File: config.mk
export PLATFORM = sky130hd
export DESIGN_NAME = param_updown_counter
export DESIGN_NICKNAME = d
export VERILOG_FILES = /design/src/rtl/counter_pkg.sv /design/src/rtl/counter_next_val.sv /design/src/rtl/param_updown_counter.sv
export SDC_FILE = /design/constraint.sdc
export NUM_CORES = 1
export LEC_CHECK = 0
export ABC_AREA = 1
export BUFFER_PORTS_ARGS = -buffer_cell sky130_fd_sc_hd__buf_2
export CORE_MARGIN = 4
export CORE_UTILIZATION = 42
export DETAILED_ROUTE_END_ITERATION = 8
export GPL_ROUTABILITY_DRIVEN = 0
export MAX_ROUTING_LAYER = met4
export PLACE_DENSITY = 0.78
export SYNTH_ARGS = -nofsm -noshare
export SYNTH_HDL_FRONTEND = slang
export SYNTH_SLANG_ARGS = --single-unit
File: constraint.sdc
create_clock -name clk -period 1.9 [get_ports clk]
set_input_delay 0.095 -clock clk [delete_from_list [all_inputs] [get_ports clk]]
set_output_delay 0.095 -clock clk [all_outputs]
set_load 0.005 [all_outputs]
File: src/rtl/counter_pkg.sv
// rtl/counter_pkg.sv - shared constants and decoded-operation type for the up/down counter
//
// Purpose : mode constants and the priority-decoded operation enum shared by
//           param_updown_counter and counter_next_val.
// Contents: COUNT_WRAP / COUNT_SAT mode values, cnt_op_t operation enum.
package counter_pkg;

  localparam int unsigned COUNT_WRAP = 0;
  localparam int unsigned COUNT_SAT  = 1;

  typedef enum logic [2:0] {
    OP_HOLD = 3'd0,
    OP_INC  = 3'd1,
    OP_DEC  = 3'd2,
    OP_LOAD = 3'd3,
    OP_CLR  = 3'd4
  } cnt_op_t;

endpackage

File: src/rtl/counter_next_val.sv
// rtl/counter_next_val.sv - combinational next-count and boundary-event computation
//
// Purpose : given the current count and the decoded operation, produce the
//           next count and flag a boundary event (up at MAX_VAL / down at 0).
// Ports   : count      in  WIDTH  current registered count
//           op         in  3      decoded operation (cnt_op_t)
//           load_val   in  WIDTH  value for OP_LOAD, clamped to MAX_VAL
//           next_count out WIDTH  value to register on the next edge
//           boundary   out 1      wrap/saturation event this cycle
module counter_next_val
  import counter_pkg::*;
#(
  parameter int unsigned     WIDTH     = 8,
  parameter longint unsigned MAX_VAL   = (64'd1 << WIDTH) - 64'd1,
  parameter int unsigned     SATURATE  = COUNT_WRAP,
  parameter longint unsigned RESET_VAL = 64'd0
) (
  input  logic [WIDTH-1:0] count,
  input  cnt_op_t          op,
  input  logic [WIDTH-1:0] load_val,
  output logic [WIDTH-1:0] next_count,
  output logic             boundary
);

  localparam logic [WIDTH:0]   MAX_EXT = MAX_VAL[WIDTH:0];
  localparam logic [WIDTH-1:0] MAX_W   = MAX_VAL[WIDTH-1:0];
  localparam logic [WIDTH-1:0] RST_W   = RESET_VAL[WIDTH-1:0];
  localparam bit               SAT_MODE = (SATURATE == COUNT_SAT);

  // One extra bit so the increment at MAX_VAL = 2**WIDTH-1 still compares
  // correctly instead of silently wrapping inside the adder.
  logic [WIDTH:0] inc_ext;
  assign inc_ext = {1'b0, count} + {{WIDTH{1'b0}}, 1'b1};

  always_comb begin
    next_count = count;
    boundary   = 1'b0;
    case (op)
      OP_INC: begin
        if (inc_ext > MAX_EXT) begin
          boundary   = 1'b1;
          next_count = SAT_MODE ? MAX_W : '0;
        end else begin
          next_count = inc_ext[WIDTH-1:0];
        end
      end
      OP_DEC: begin
        if (count == '0) begin
          boundary   = 1'b1;
          next_count = SAT_MODE ? '0 : MAX_W;
        end else begin
          next_count = count - {{(WIDTH-1){1'b0}}, 1'b1};
        end
      end
      OP_LOAD: next_count = (load_val > MAX_W) ? MAX_W : load_val;
      OP_CLR:  next_count = RST_W;
      default: next_count = count;
    endcase
  end

endmodule

File: src/rtl/param_updown_counter.sv
// rtl/param_updown_counter.sv - parametrised up/down counter with wrap/saturate, tc and sticky overflow
//
// Purpose : per-channel event/timestep counter. Holds the registers and the
//           reset > clear > load > en priority decode; arithmetic lives in
//           counter_next_val.
// Ports   : clk        in  1      rising-edge clock
//           reset      in  1      synchronous active-low reset
//           en, up     in  1      count enable / direction (1 = up)
//           load       in  1      load load_val (clamped to MAX_VAL)
//           load_val   in  WIDTH  value to load
//           clear      in  1      return to RESET_VAL
//           ovf_clr    in  1      clear ovf_sticky (a same-cycle event wins)
//           count      out WIDTH  registered count
//           tc         out 1      registered boundary pulse
//           at_max     out 1      count == MAX_VAL (combinational)
//           at_min     out 1      count == 0 (combinational)
//           ovf_sticky out 1      registered sticky boundary flag
module param_updown_counter
  import counter_pkg::*;
#(
  parameter int unsigned     WIDTH     = 8,
  parameter longint unsigned MAX_VAL   = (64'd1 << WIDTH) - 64'd1,
  parameter int unsigned     SATURATE  = COUNT_WRAP,
  parameter longint unsigned RESET_VAL = 64'd0
) (
  input  logic             clk,
  input  logic             reset,
  input  logic             en,
  input  logic             up,
  input  logic             load,
  input  logic [WIDTH-1:0] load_val,
  input  logic             clear,
  input  logic             ovf_clr,
  output logic [WIDTH-1:0] count,
  output logic             tc,
  output logic             at_max,
  output logic             at_min,
  output logic             ovf_sticky
);

  if (WIDTH < 2 || WIDTH > 32) begin : g_bad_width
    $fatal(1, "param_updown_counter: WIDTH must be 2..32");
  end
  if (MAX_VAL == 0 || MAX_VAL > ((64'd1 << WIDTH) - 64'd1)) begin : g_bad_max
    $fatal(1, "param_updown_counter: MAX_VAL must be 1..2**WIDTH-1");
  end
  if (RESET_VAL > MAX_VAL) begin : g_bad_rst
    $fatal(1, "param_updown_counter: RESET_VAL must be <= MAX_VAL");
  end
  if (SATURATE != COUNT_WRAP && SATURATE != COUNT_SAT) begin : g_bad_sat
    $fatal(1, "param_updown_counter: SATURATE must be 0 or 1");
  end

  localparam logic [WIDTH-1:0] MAX_W = MAX_VAL[WIDTH-1:0];
  localparam logic [WIDTH-1:0] RST_W = RESET_VAL[WIDTH-1:0];

  logic [WIDTH-1:0] count_q, count_d;
  logic             tc_q, tc_d;
  logic             ovf_q, ovf_d;
  cnt_op_t          op;
  logic             boundary;

  always_comb begin
    op = OP_HOLD;
    if (clear)     op = OP_CLR;
    else if (load) op = OP_LOAD;
    else if (en)   op = up ? OP_INC : OP_DEC;
  end

  counter_next_val #(
    .WIDTH    (WIDTH),
    .MAX_VAL  (MAX_VAL),
    .SATURATE (SATURATE),
    .RESET_VAL(RESET_VAL)
  ) u_next (
    .count     (count_q),
    .op        (op),
    .load_val  (load_val),
    .next_count(count_d),
    .boundary  (boundary)
  );

  always_comb begin
    tc_d  = boundary;
    // A boundary event in the same cycle as ovf_clr must leave the flag set.
    ovf_d = boundary | (ovf_q & ~ovf_clr);
  end

  always_ff @(posedge clk) begin
    if (!reset) begin
      count_q <= RST_W;
      tc_q    <= 1'b0;
      ovf_q   <= 1'b0;
    end else begin
      count_q <= count_d;
      tc_q    <= tc_d;
      ovf_q   <= ovf_d;
    end
  end

  assign count      = count_q;
  assign tc         = tc_q;
  assign ovf_sticky = ovf_q;
  assign at_max     = (count_q == MAX_W);
  assign at_min     = (count_q == '0);

endmodule

==> results of run 1 <==
## metrics by stage
step | std cells | cell area [um^2] | total power, mW | worst slack [ns]
after CTS | 211 | 1090 | 0.626 | 0.126
after detailed placement | 207 | 1060 | 0.426 | 0.161
after floorplan | 154 | 888 | 0.362 | 0.301
after global placement | 207 | 1060 | 0.420 | 0.221
final | 211 | 1100 | 0.628 | 0.184
after global routing | 211 | 1100 | 0.671 | 0.0238
## repair_timing
item	in CTS	in global routing
resized for setup	0	2
buffers inserted	0	0
endpoints found under the setup margin	0	3
## report_power, final
group          switching (mW)  total [mW]  internal, mW
clock                  0.0870       0.203         0.116
sequential             0.0229       0.246         0.223
combinational           0.106       0.179        0.0730
total                   0.216       0.628         0.412
## how the worst max path moves through the flow
| stage | start | endpoint | slack [ns] |
|---|---|---|---|
| final | count[0] | ovf_sticky | 0.18 |
| after global routing | count[0] | count[3] | 0.02 |
| after CTS | count[0] | ovf_sticky | 0.13 |
| after detailed placement | count[0] | ovf_sticky | 0.16 |
| after global placement | count[1] | ovf_sticky | 0.22 |
| after floorplan | count[0] | ovf_sticky | 0.30 |
## metal layers
metal / GRT usage / part of all wire / wire length, um / vias to the layer above
met5: - / 0 / 0 / -
met4: 0.0747 / 0.017 / 45 / 0
met3: 0.0249 / 0.082 / 214 / 8
met2: 0.310 / 0.46 / 1200 / 47
met1: 0.265 / 0.44 / 1160 / 505
li1: - / - / - / 570
## placed cells by master, fill, tap and decap left out, types with 3 or more instances in the layout
cell	instances
and3_1	3
xor2_1	3
clkbuf_4	3
dfxtp_1	8
nand3_1	17
nand2_1	37
a211oi_1	3
buf_2	26
ha_1	3
nor2_1	19
o21ai_0	10
nand4_1	6
inv_1	21
a21oi_1	11
## worst max-delay path, delay by kind of cell, from the launching register on
family	cells	cell delay, ns
flops	1	0.39
simple gates	10	0.85
fa+ha+maj	1	0.33
buf+inv	1	0.11
## layout make-up
cell class	instances	area, um^2	area share
tap	27	33.8	0.0308
multi-input combinational	120	596	0.543
timing repair buffer	28	145	0.132
inverter	22	82.6	0.0753
sequential	10	203	0.185
clock buffer	4	36.3	0.0331
## cell families (layout without fill, tap and decap cells)
kind of cell / after synthesis / after routing / synth area share
buf+inv: 24 / 54 / 0.104
xor+xnor: 3 / 3 / 0.0296
compound gates: 27 / 27 / 0.166
fa+ha+maj: 3 / 3 / 0.0423
flops: 10 / 10 / 0.225
simple gates: 87 / 87 / 0.432
## state kept, by name, summed over array words and instances, names as in the netlist
register,count
count,8
ovf_sticky,1
tc,1
==> flow_summary.ini, run 1 <==
[status]
outcome = finished, final reports clean

[cells_and_area]
nFillCells = 206
postLayoutCoreUtil = 0.553
syn2layout_area_growth_pct = 23.4
final_layout_size_suffix_gt1_frac = 0.212
antenna_cells = 0
finalNetCount = 203

[synth]
synthTopCellsByCount = nand2_1, inv_1, nor2_1
postSynthCellCount = 154
synth_edf_count = 0
synth_cell_type_count = 20
synth_area_leader_cell = dfxtp_1
synth.most_common_cell = nand2_1
async_reset_ff_frac = 0
syn_area_um2 = 888
synth_nets = 172
syn_area_per_cell_um2 = 5.77
ys_warn_count = 0
synth_seq_cells = 10
synthTopCellsByArea = dfxtp_1, nand2_1, nand3_1
synth.top_cell.area_share = 0.225
yosysSeqAreaShare = 0.225
synth-main-ff-cell = dfxtp_1

[worst_setup_path]
start_kind = flip-flop
rrSetupSlack_ns = 0.18
worstPathRequired_ns = 2.12
crit_path_max_fanout = 9
r2r_end = ovf_sticky
endpoint_kind = flip-flop
r2r_start = count[0]
cp_cell_sequence = inv_1 > ha_1 > nand3_1 > nor2_1 > nand3_1 > nor2_1 > nand2_2 > nand2_1 > nand2_1 > nand2_1 > nand2_1 > nand2_1
worstPathArrival_ns = 1.93
critical-path-slowest-cell = dfxtp_2
slowest_delay_ns = 0.39
crit_path_frequent_cell = nand2_1
crit_type = reg2reg
rr_worst_depth = 12

[global_route]
grt_max_degree = 11
antenna_found_initial = 0
overflow = 0
grt_pass1_wl_mm = 4.19
grt_usage = 0.200
grt_pass1_vias = 970

[clock_tree]
htreeDepth = 1
root_buffer = clkbuf_4
numCtsBuffers = 3
cts_tree = yes
clkLatencyLatePin_ns = 0.27
numClockSinks = 10
cts.clk_slew.worst_paths_ns = 0.08
clk_path_buf_depth = 2
hold_buffers = 0

[worst_hold_path]
min_to = ovf_sticky
hold_depth = 3
min_path_type = in2reg
min-delay-start = ovf_clr

[route]
via_per_inst = 5.36
drtAntennaViolNets = 0
drc = 0
drt-total-wl_mm = 2.62
post_drt_wl_per_cell_um = 12.4
vias = 1130
first_iter_violations = 32
dr.pass1.iters = 4

[floorplan]
ios = 27
die_y_um = 54.0
rows = 16
initial_core_util = 0.448
die_w_um = 54.0
core_um2 = 1980
die-area_um2 = 2910

[sta]
hold_violations = 0
setup_tns_ns = 0
max_slew_margin = 0.612
post-route-min-period_ns = 1.72
finalSetupViolCount = 0
period_share = 0.903
clock.fmax_ghz = 0.583
worst_pin_slew_ns = 0.580
holdWs_ns = 0.0740
slew_violations = 0
finalClockSkew_ns = 0.00543
grt_setup_unrepaired = no

[flow_run]
max-cap-violations = 0

[place]
dp_hpwl_mm = 2.00
io_buffers = 26

[power_and_ir_drop]
leakagePower_nw = 0.589
cellPowerDensity_nw_per_um2 = 573
ir_worst_vdd_mv = 0.335
No activity file was read; power rests on OpenSTA's default activity.
==> inputs of run 2 (changes only) <==
--- a/config.mk
+++ b/config.mk
@@ -5,14 +5,13 @@
 export SDC_FILE = /design/constraint.sdc
 export NUM_CORES = 1
 export LEC_CHECK = 0
-export ABC_AREA = 1
 export BUFFER_PORTS_ARGS = -buffer_cell sky130_fd_sc_hd__buf_2
 export CORE_MARGIN = 4
 export CORE_UTILIZATION = 42
 export DETAILED_ROUTE_END_ITERATION = 8
 export GPL_ROUTABILITY_DRIVEN = 0
 export MAX_ROUTING_LAYER = met4
-export PLACE_DENSITY = 0.78
+export PLACE_DENSITY = 0.77
 export SYNTH_ARGS = -nofsm -noshare
 export SYNTH_HDL_FRONTEND = slang
 export SYNTH_SLANG_ARGS = --single-unit
==> run 2 against run 1 <==
Net effect:
- the run now ends with negative setup slack left
- combinational power rose by 63%
- sequential share of layout area fell by 4.0 points
- synthesized cell count fell by 7.8%
==> flow_summary.ini, run 2 <==
[status]
outcome = complete, but fails checks
violations = negative setup slack

[cells_and_area]
syn2layout_area_growth_pct = 46.4
ff_latch_area_um2 = 209
postLayoutCoreUtil = 0.647
finalNetCount = 210
antenna_cells = 0
multi_input_area_um2 = 781
largest_register_ffs = 8
stdcell_count = 219
final_common_cell = buf_4
final_layout_size_suffix_gt1_frac = 0.429
final_cell_mix = buf_4, buf_2, nand2_1
nFillCells = 204

[worst_setup_path]
worstPathArrival_ns = 2.13
crit_path_max_fanout = 5
crit_type = reg2reg
critical-path-slowest-cell = dfxtp_4
start_kind = flip-flop
crit_path_start = count[0]
r2r_start = count[0]
worstPathRequired_ns = 2.07
rrSetupSlack_ns = -0.06
endpoint_kind = flip-flop
slowest_delay_ns = 0.37
cp_cell_sequence = buf_6 > buf_4 > nand4b_1 > a211o_1 > a21oi_2 > buf_4 > and2_4 > nor3_1 > o221a_2
crit_path_frequent_cell = buf_4

[clock_tree]
numCtsBuffers = 3
clk_path_buf_depth = 2
htreeDepth = 1
cts.clk_slew.worst_paths_ns = 0.08
root_buffer = clkbuf_4
numClockSinks = 10
clkLatencyLatePin_ns = 0.28
hold_buffers = 0
cts_tree = yes

[synth]
synthTopCellsByCount = a21oi_1, nand2_1, nor2_1
async_reset_ff_frac = 0
synth_edf_count = 0
synth_cell_type_count = 42
synth_seq_cells = 10
syn_area_per_cell_um2 = 6.95
postSynthCellCount = 142
syn_area_um2 = 987
synth_area_leader_cell = dfxtp_1
synth.top_cell.area_share = 0.203
yosysSeqAreaShare = 0.203
synth-main-ff-cell = dfxtp_1
synth_nets = 160
synthTopCellsByArea = dfxtp_1, a21oi_1, nand2_1
ys_warn_count = 0

[sta]
final.setup.worst_slack_ns = -0.0596
worst_pin_slew_ns = 0.371
grt_setup_unrepaired = yes
post-route-min-period_ns = 1.96
period_share = 1.03
hold_violations = 0
finalClockSkew_ns = 0.00873
slew_violations = 0
clock.fmax_ghz = 0.510
setup_tns_ns = -0.199
finalSetupViolCount = 6
max_slew_margin = 0.750

[floorplan]
die_y_um = 56.5
die_w_um = 56.5
initial_core_util = 0.442
core_um2 = 2230
die-area_um2 = 3190
rows = 17
ios = 27

[worst_hold_path]
min-delay-start = ovf_clr
min_path_type = in2reg

[place]
dp_hpwl_mm = 2.58
pre_cts_ws_ns = -0.0809
dp.cells = 207
io_buffers = 26

[route]
via_per_inst = 6.04
first_iter_violations = 57
drt-total-wl_mm = 3.65
post_drt_wl_per_cell_um = 16.7
drc = 0
drtAntennaViolNets = 0
vias = 1322
dr.pass1.iters = 4

[global_route]
grtUsageMet2 = 0.365
overflow = 0
grt_usage = 0.232
grt_max_degree = 22
top_usage_layer = met2
antenna_found_initial = 0
grt_pass1_vias = 1287
grt_pass1_wl_mm = 5.76
met1_usage = 0.287
gr-usage-met3 = 0.0529

[power_and_ir_drop]
leakagePower_nw = 0.612
ir_worst_vdd_mv = 0.309
power_mw = 0.731
cellPowerDensity_nw_per_um2 = 506

[flow_run]
max-cap-violations = 0
-- run 2: worst max-delay path: cells and delay by family (launching register included) --
kind / cells / cell delay, ns
AND/OR/NAND/NOR: 3 / 0.36
buffers and inverters: 3 / 0.40
flip-flops: 1 / 0.37
AO/OA/AOI/OAI: 3 / 0.72
-- run 2: where the power goes --
part           total, mW  internal [mW]  switching (mW)
combinational      0.292          0.146           0.146
clock              0.203          0.116          0.0865
sequential         0.236          0.221          0.0152
total              0.731          0.483           0.248
-- run 2: final timing paths --
kind | end | depth (start not counted)
setup / recovery | count[6] | 9
hold reg to reg | ovf_sticky | 2
setup reg to reg | count[6] | 9
hold / removal | ovf_sticky | 3
-- run 2: area by class of cell --
cell class / instances / share of cell area
multi-input combinational: 115 / 0.540
timing repair buffer: 55 / 0.246
sequential: 10 / 0.145
clock buffer: 4 / 0.0251
tap: 28 / 0.0242
inverter: 7 / 0.0199
-- run 2: cell families (layout without fill, tap and decap cells) --
| logic type | Yosys count | count (layout) | synth area share |
|---|---|---|---|
| flip-flops | 10 | 10 | 0.203 |
| XOR/XNOR | 5 | 5 | 0.0444 |
| buffers and inverters | 17 | 66 | 0.0786 |
| AND/OR/NAND/NOR | 62 | 62 | 0.332 |
| AO/OA/AOI/OAI | 43 | 43 | 0.284 |
| multiplexers | 2 | 2 | 0.0203 |
| adder cells (fa/ha/maj) | 3 | 3 | 0.0380 |
-- run 2: metrics by stage --
stage               hold slack (ns)  area (um^2)
finish                       0.0987         1450
global route                  0.107         1450
floorplan                     0.203         1000
detailed placement            0.372         1270
global placement              0.364         1270
CTS                          0.0765         1410
-- run 2: metal layers --
layer | wire, um | vias up
met3 | 325 | 17
met4 | 103 | 0
met1 | 1480 | 607
met5 | 0 | -
met2 | 1750 | 81
li1 | - | 617
-- run 2: timing repair --
item                                    4_1_cts  5_1_grt
endpoints found under the setup margin        9        9
gates cloned                                  0        0
resized for setup                             9       10
pin swaps                                     7        3
setup buffers                                 8        0
==> inputs of run 3 (changes only) <==
--- a/config.mk
+++ b/config.mk
@@ -10,7 +10,6 @@
 export CORE_UTILIZATION = 42
 export DETAILED_ROUTE_END_ITERATION = 8
 export GPL_ROUTABILITY_DRIVEN = 0
-export MAX_ROUTING_LAYER = met4
 export PLACE_DENSITY = 0.77
 export SYNTH_ARGS = -nofsm -noshare
 export SYNTH_HDL_FRONTEND = slang
==> run 3 against run 2 <==
Net effect:
- the flow still finishes with violations (negative setup slack)
- sequential power is essentially flat
- combinational power is essentially flat
- clock power is essentially flat
- sequential cell count is the same
- largest power group unchanged
- sequential share of layout area is the same
- critical path depth is the same
- fmax grew 0.11%
==> flow_summary.ini, run 3 (same netlist as run 2, synthesis figures left out) <==
[status]
outcome = complete, but fails checks
violations = negative setup slack

[sta]
slew_violations = 0
setup_tns_ns = -0.186
finalSetupViolCount = 5
finalClockSkew_ns = 0.0109
grt_setup_unrepaired = yes
max_slew_margin = 0.731
final.setup.worst_slack_ns = -0.0574
post-route-min-period_ns = 1.96
hold_violations = 0
worst_pin_slew_ns = 0.403
period_share = 1.03
clock.fmax_ghz = 0.511

[worst_setup_path]
endpoint_kind = flip-flop
worstPathRequired_ns = 2.08
crit_type = reg2reg
start_kind = flip-flop
crit_path_max_fanout = 5
worstPathArrival_ns = 2.13

[clock_tree]
numClockSinks = 10
clkLatencyLatePin_ns = 0.28
root_buffer = clkbuf_4
htreeDepth = 1
clk_path_buf_depth = 2
hold_buffers = 0
cts_tree = yes
cts.clk_slew.worst_paths_ns = 0.08
numCtsBuffers = 3

[route]
dr.pass1.iters = 4
via_per_inst = 6.00
drt-total-wl_mm = 3.68
first_iter_violations = 53
drc = 0
post_drt_wl_per_cell_um = 16.8
vias = 1314
drtAntennaViolNets = 0

[global_route]
antenna_found_initial = 0
grt_usage = 0.226
overflow = 0
grt_pass1_wl_mm = 5.78
grt_pass1_vias = 1284
grt_max_degree = 22

[floorplan]
die_y_um = 56.5
initial_core_util = 0.442
core_um2 = 2230
die-area_um2 = 3190
die_w_um = 56.5
rows = 17
ios = 27

[place]
dp_hpwl_mm = 2.58
io_buffers = 26
dp.cells = 207
placed_area_um2 = 1270
pre_cts_ws_ns = -0.0809

[cells_and_area]
finalNetCount = 210
stdcell_count = 219
nFillCells = 204
final_common_cell = buf_4
antenna_cells = 0
final_area_um2 = 1450
final_layout_size_suffix_gt1_frac = 0.429
final_cell_mix = buf_4, buf_2, nand2_1
largest_register_ffs = 8
syn2layout_area_growth_pct = 46.4

[power_and_ir_drop]
power.internal_mw = 0.483
p_comb_frac = 0.399
cellPowerDensity_nw_per_um2 = 507
p_seq_frac = 0.322
clock_power_share = 0.279
p_sw_frac = 0.341
power.switching_mw = 0.250
ir_worst_vdd_mv = 0.309
leakagePower_nw = 0.612

[worst_hold_path]
min_path_type = in2reg

[flow_run]
max-cap-violations = 0
[run 3: cell counts in the layout (fill, tap and decap cells not counted)]
Identical to the previous run, type by type.
[run 3: worst paths after layout]
check	start	end	slack, ns	cells past startpoint
hold / removal	ovf_clr	ovf_sticky	0.1	3
setup reg to reg	count[0]	count[6]	-0.06	9
hold reg to reg	ovf_sticky	ovf_sticky	0.49	2
setup / recovery	count[0]	count[6]	-0.06	9
[run 3: layer usage]
metal,track usage,vias up,routed length (um)
met4,0.0881,0,87
met3,0.0529,14,343
met2,0.365,80,1760
met5,0,-,0
met1,0.288,604,1490
li1,-,616,-
[run 3: timing repair]
action / 4_1_cts / 5_1_grt
setup endpoints to repair: 9 / 9
resized for setup: 9 / 10
pin swaps: 7 / 3
gates cloned: 0 / 0
buffers inserted: 8 / 0
[run 3: cell type report]
cell class	count	area, um^2	area share
Sequential cell	10	209	0.145
Inverter	7	28.8	0.0199
Timing Repair Buffer	55	355	0.246
Tap cell	28	35.0	0.0242
Multi-Input combinational cell	115	781	0.540
Clock buffer	4	36.3	0.0251
[run 3: metrics by stage]
step | utilization | hold WS (ns) | total power, mW
2_1_floorplan | - | 0.203 | 0.382
3_3_place_gp | 0.570 | 0.364 | 0.481
3_5_place_dp | 0.570 | 0.372 | 0.488
4_1_cts | 0.630 | 0.0765 | 0.722
5_1_grt | 0.647 | 0.107 | 0.771
6_report | 0.647 | 0.0986 | 0.733
[run 3: worst max-delay path: stages, from the launching register on]
cell	delay, ns
dfxtp_4	0.37
buf_6	0.13
buf_4	0.13
nand4b_1	0.17
a211o_1	0.25
a21oi_2	0.19
buf_4	0.15
and2_4	0.14
nor3_1	0.05
o221a_2	0.28
[run 3: power groups by stage]
stage	logic (mW)	clock network (mW)	registers [mW]
floorplan	0.145	0	0.237
global placement	0.245	0	0.236
detailed placement	0.250	0	0.238
CTS	0.274	0.212	0.235
global route	0.315	0.218	0.238
finish	0.292	0.204	0.236
